`config.mk`:
```
export PLATFORM = sky130hd
export DESIGN_NAME = pad_turnaround_ctrl
export DESIGN_NICKNAME = d
export VERILOG_FILES = /design/src/rtl/pad_turnaround_ctrl.sv
export SDC_FILE = /design/constraint.sdc
export NUM_CORES = 1
export LEC_CHECK = 0
export BUFFER_PORTS_ARGS = -buffer_cell sky130_fd_sc_hd__buf_4
export CORE_UTILIZATION = 43
export DETAILED_ROUTE_END_ITERATION = 8
export PLACE_DENSITY = 0.76
export SLEW_MARGIN = 0
export SYNTH_ARGS = -nofsm -noshare
export SYNTH_HDL_FRONTEND = slang
export SYNTH_SLANG_ARGS = --single-unit
```
`constraint.sdc`:
```
create_clock -name axis_clk -period 1.8 [get_ports axis_clk]
set_input_delay 0.09 -clock axis_clk [delete_from_list [all_inputs] [get_ports axis_clk]]
set_output_delay 0.09 -clock axis_clk [all_outputs]
set_load 0.02 [all_outputs]
```
`src/rtl/pad_turnaround_ctrl.sv`:
```
// Half-duplex direction controller for a group of bidirectional IO pads.
// Sequences pad I/OEN/REN with high-Z guard cycles on every direction change
// so local and remote drivers never overlap, and synchronizes pad C returns.
//
// Ports:
//   axis_clk, axis_rst_n  clock, asynchronous active-low reset
//   tx_valid/tx_data      local beat to drive; tx_ready (combinational) accepts it
//   rx_hold               remote side owns the bus; blocks a new TX start
//   rx_valid/rx_data      synchronized pad C sample, flagged valid after a flush
//   pad_i/pad_oen/pad_ren pad controls (oen all-ones = high-Z, ren 0 = pull on)
//   pad_c                 asynchronous pad return
//   dir_o                 1 while the pads are driven
//   state_o               IDLE=0, TURN_TX=1, DRIVE=2, TURN_RX=3
module pad_turnaround_ctrl #(
   parameter int unsigned WIDTH       = 12,
   parameter int unsigned TURN_CYC    = 2,
   parameter int unsigned SYNC_STAGES = 2
) (
   input  logic             axis_clk,
   input  logic             axis_rst_n,
   input  logic             tx_valid,
   input  logic [WIDTH-1:0] tx_data,
   output logic             tx_ready,
   input  logic             rx_hold,
   output logic             rx_valid,
   output logic [WIDTH-1:0] rx_data,
   output logic [WIDTH-1:0] pad_i,
   output logic [WIDTH-1:0] pad_oen,
   output logic [WIDTH-1:0] pad_ren,
   input  logic [WIDTH-1:0] pad_c,
   output logic             dir_o,
   output logic [1:0]       state_o
);

   localparam int unsigned CNT_W = 4;
   localparam int unsigned FL_W  = 3;
   localparam logic [CNT_W-1:0] CNT_LOAD = CNT_W'(TURN_CYC - 1);
   localparam logic [FL_W-1:0]  FL_LOAD  = FL_W'(SYNC_STAGES);

   typedef enum logic [1:0] {
      ST_IDLE    = 2'd0,
      ST_TURN_TX = 2'd1,
      ST_DRIVE   = 2'd2,
      ST_TURN_RX = 2'd3
   } state_e;

   state_e             state_q, state_d;
   logic [CNT_W-1:0]   cnt_q, cnt_d;
   logic [FL_W-1:0]    flush_q, flush_d;
   logic [WIDTH-1:0]   pad_i_q, pad_i_d;
   logic [WIDTH-1:0]   pad_oen_q, pad_oen_d;
   logic [WIDTH-1:0]   pad_ren_q, pad_ren_d;
   logic               dir_q, dir_d;
   logic               rx_valid_q, rx_valid_d;
   logic [WIDTH-1:0]   sync_q [SYNC_STAGES];

   // Next-state, transfer and pad-control decode
   always_comb begin
      state_d  = state_q;
      cnt_d    = cnt_q;
      flush_d  = flush_q;
      pad_i_d  = pad_i_q;
      tx_ready = 1'b0;

      case (state_q)
         ST_IDLE: begin
            if (flush_q != '0) flush_d = flush_q - FL_W'(1);
            // rx_hold wins over a simultaneous tx_valid
            if (tx_valid && !rx_hold) begin
               state_d = ST_TURN_TX;
               cnt_d   = CNT_LOAD;
            end
         end
         ST_TURN_TX: begin
            if (cnt_q != '0) begin
               cnt_d = cnt_q - CNT_W'(1);
            end else begin
               tx_ready = 1'b1;
               if (tx_valid) begin
                  // first driven cycle already carries the accepted beat
                  state_d = ST_DRIVE;
                  pad_i_d = tx_data;
               end else begin
                  state_d = ST_IDLE;
                  flush_d = FL_LOAD;
               end
            end
         end
         ST_DRIVE: begin
            tx_ready = 1'b1;
            if (tx_valid) begin
               pad_i_d = tx_data;
            end else begin
               state_d = ST_TURN_RX;
               cnt_d   = CNT_LOAD;
            end
         end
         ST_TURN_RX: begin
            if (cnt_q != '0) begin
               cnt_d = cnt_q - CNT_W'(1);
            end else begin
               state_d = ST_IDLE;
               flush_d = FL_LOAD;
            end
         end
         default: begin
            state_d = ST_IDLE;
            flush_d = FL_LOAD;
         end
      endcase

      pad_oen_d  = (state_d == ST_DRIVE) ? '0 : '1;
      pad_ren_d  = (state_d == ST_DRIVE) ? '1 : '0;
      dir_d      = (state_d == ST_DRIVE);
      // samples are only trusted once the chain has refilled in IDLE
      rx_valid_d = (state_d == ST_IDLE) && (flush_d == '0);
   end

   // Control and pad registers
   always_ff @(posedge axis_clk or negedge axis_rst_n) begin
      if (!axis_rst_n) begin
         state_q    <= ST_IDLE;
         cnt_q      <= '0;
         flush_q    <= FL_LOAD;
         pad_i_q    <= '0;
         pad_oen_q  <= '1;
         pad_ren_q  <= '0;
         dir_q      <= 1'b0;
         rx_valid_q <= 1'b0;
      end else begin
         state_q    <= state_d;
         cnt_q      <= cnt_d;
         flush_q    <= flush_d;
         pad_i_q    <= pad_i_d;
         pad_oen_q  <= pad_oen_d;
         pad_ren_q  <= pad_ren_d;
         dir_q      <= dir_d;
         rx_valid_q <= rx_valid_d;
      end
   end

   // pad_c synchronizer, runs in every state
   always_ff @(posedge axis_clk or negedge axis_rst_n) begin
      if (!axis_rst_n) begin
         for (int s = 0; s < int'(SYNC_STAGES); s++) sync_q[s] <= '0;
      end else begin
         sync_q[0] <= pad_c;
         for (int s = 1; s < int'(SYNC_STAGES); s++) sync_q[s] <= sync_q[s-1];
      end
   end

   assign state_o  = state_q;
   assign pad_i    = pad_i_q;
   assign pad_oen  = pad_oen_q;
   assign pad_ren  = pad_ren_q;
   assign dir_o    = dir_q;
   assign rx_valid = rx_valid_q;
   assign rx_data  = sync_q[SYNC_STAGES-1];

endmodule

```
==> flow_summary.ini <==
[layout]
syn_to_final_growth_pct = 40.23
fillers = 327
fin_util = 0.6497
multi_input_area_sq_um = 619.3
nNetsFinal = 284
mostFrequentLayoutCells = 95 x buf_4, 45 x dfrtp_1, 14 x dlygate4sd3_1, 12 x mux2_2
final_common_cell = buf_4
regArea_sq_um = 1205
layout-drive-gt1-share = 0.5200
diodes = 0

[power]
power_density_nw_per_um2 = 1714
pwr-share-clk = 0.181
p_seq_frac = 0.314
p_sw_mw = 1.826
power.leakage_nw = 1.431
vdd_drop_max_mv = 0.6046
pwr-share-comb = 0.505
p_int_mw = 3.190
switching_share = 0.3640

[timing]
rsz0062_at_grt = yes
clock_skew_ns = 0.004491
timing.fmax_mhz = 557.6
timing.final.hold_violations = 0
fin_ws_ns = 0.006686
slew_headroom = 0.6198
tightestPinTransition_ns = 0.5702
slew_viol_final = 0
finalCriticalPeriod_ns = 1.793
fin_crit_sh = 0.9963
setup_viol = 0

[hold_path]
hp-class = in -> reg
min_from = tx_data[8]
holdPathStages = 2

[synthesis]
synth.yosys.seq_area_share = 0.5767
syn_nets = 205
yosysTopAreaCellShare = 0.5516
synth-seq-cells = 48
synth_top_cell_by_area = dfrtp_1
synthesis.area_sq_um = 2087
yosys_warnings = 0
synthCells = 170
synth.distinct_cells = 36
avgSynthCellArea_sq_um = 12.28
ys_top_cells_by_area = dfrtp_1 55%, buf_4 13%, mux2_2 6.5%

[setup_path]
r2r_cells = 7
crit_fanout = 4
startpoint_type = flop
crit_start = state_o[1]
cp_data_required_time_ns = 2.01
crit_path_end_kind = flop
arrival_ns = 2.00
regToRegSetupSlack_ns = 0.007
r2r_start = state_o[1]
criticalPathCategory = reg -> reg

[die]
io_pins = 81
die_width_um = 71.67
core_sq_um = 4504
die_h_um = 71.67
initial_core_util = 0.4633
fp-row-count = 24
fp.dieArea_sq_um = 5136

[global_routing]
grt_pass1_wl_um = 6368
overflow = 0
grt_pass1_vias = 1355
grt_max_degree = 49
grt_usage = 0.1617
antenna_found_initial = 0

[routing]
ant_nets = 0
drtPass1Iterations = 4
via_per_inst = 4.685
drt_wl_total_um = 4002
drt-initial-drc-count = 74
drcViolationCount = 0
vias = 1415
routedWlPerCell_um = 13.25

[clock_tree]
cts_inserted_buffers = 5
clk_transition_reported_paths_ns = 0.09
root_buffer = clkbuf_8
cts_tree = built
htree_levels = 2
clk_latency_ns = 0.30
numClockSinks = 48
clockBufferDepth = 2

[placed_design]
place_hpwl_um = 2821
place.gp.congestion = 0.7797
numPortBuffers = 80
preCtsSetupSlack_ns = -0.06980

[job]
cap_violations = 0

[run_status]
run_status = finished, final reports clean
through the flow:
step                hold slack (ns)  power (mW)  instances  area, sq um  setup TNS, ns
finish                      0.01761       5.016        302         2927              0
global route                0.01113       5.304        302         2927        -0.1831
CTS                        0.008650       4.933        299         2884              0
detailed placement           0.1323       3.937        276         2585       -0.08102
global placement             0.1264       3.872        276         2585              0
floorplan                   -0.2056       3.119        170         2100              0
cell type report:
cell class / instances / area share
clock buffers: 5 / 0.02351
clock inverters: 3 / 0.02351
flip-flops and latches: 48 / 0.4117
inverters: 7 / 0.008978
multi-input cells: 77 / 0.2116
well taps: 52 / 0.02223
repair buffers: 110 / 0.2984
registers in the layout, summed over array words and instances, names as in the netlist:
register,flops
rx_data,12
pad_ren,1
sync_q,12
pad_oen,1
state_o,2
rx_valid,1
flush_q,3
cnt_q,4
pad_i,12
routing by layer:
metal  routed length [um]  up-vias  share of wire  global-route usage
met1                 1673      678           0.42              0.1961
met2                 2146       42           0.54              0.2862
met3                  144        4          0.036             0.03516
met5                    0        -              0                   0
li1                     -      691              -                   -
met4                   38        0         0.0095             0.05229
cell usage after synthesis:
master	number
dfrtp_1	46
a31oi_1	1
a21oi_1	3
or2b_1	1
o21ai_0	10
clkbuf_1	2
buf_2	1
a311oi_1	1
o22ai_1	1
and3_1	1
nor3_1	1
a211oi_2	1
nor4_1	1
a32o_1	1
a21boi_0	1
or3b_4	1
o211a_1	1
buf_4	35
mux2_2	12
a211o_1	1
a2bb2oi_1	1
and2_1	1
nor2b_1	2
o21ai_1	1
nor4_2	1
nor2_1	9
inv_1	7
nand3b_1	1
a22oi_1	1
mux2_1	1
ha_1	7
dfstp_2	2
nor3b_2	1
nand2b_1	4
o21a_1	3
nand2_1	6
power groups by stage:
stage / Combinational, mW / Clock [mW] / Sequential [mW]
finish: 2.53 / 0.909 / 1.57
global route: 2.73 / 0.962 / 1.61
CTS: 2.44 / 0.930 / 1.57
detailed placement: 2.36 / 0 / 1.58
global placement: 2.31 / 0 / 1.56
floorplan: 1.35 / 0 / 1.77
worst max-delay path: stages, from the launching register on:
cell,delay [ns]
dfrtp_1,0.41
inv_1,0.10
ha_1,0.26
nor2_4,0.14
nor2_1,0.07
a211o_1,0.34
nand2b_1,0.17
nor4_2,0.21
path summary, 6_finish.rpt:
kind / end
setup / recovery: rx_valid
hold / removal: pad_i[8]
setup reg to reg: rx_valid
hold reg to reg: rx_data[7]
max in group asynchronous: state_o[0]
min in group asynchronous: rx_data[0]
cell families (layout without fill, tap and decap cells):
kind of cell,count (synthesis),after routing,share of synthesized area
and+or+nand+nor,30,30,0.08093
muxes,13,13,0.07014
adders and majority gates,7,7,0.04196
AOI/OAI and AO/OA,27,27,0.08574
buffers and inverters,45,125,0.1445
DFF,48,48,0.5767
repair_timing:
item	4_1_cts	5_1_grt
gates cloned	0	0
hold endpoints to repair	59	0
hold buffers	14	0
setup buffers	1	3
gates resized for setup	4	7
pin swaps	4	0
endpoints found under the setup margin	4	12
No activity file was read; power rests on OpenSTA's default activity.
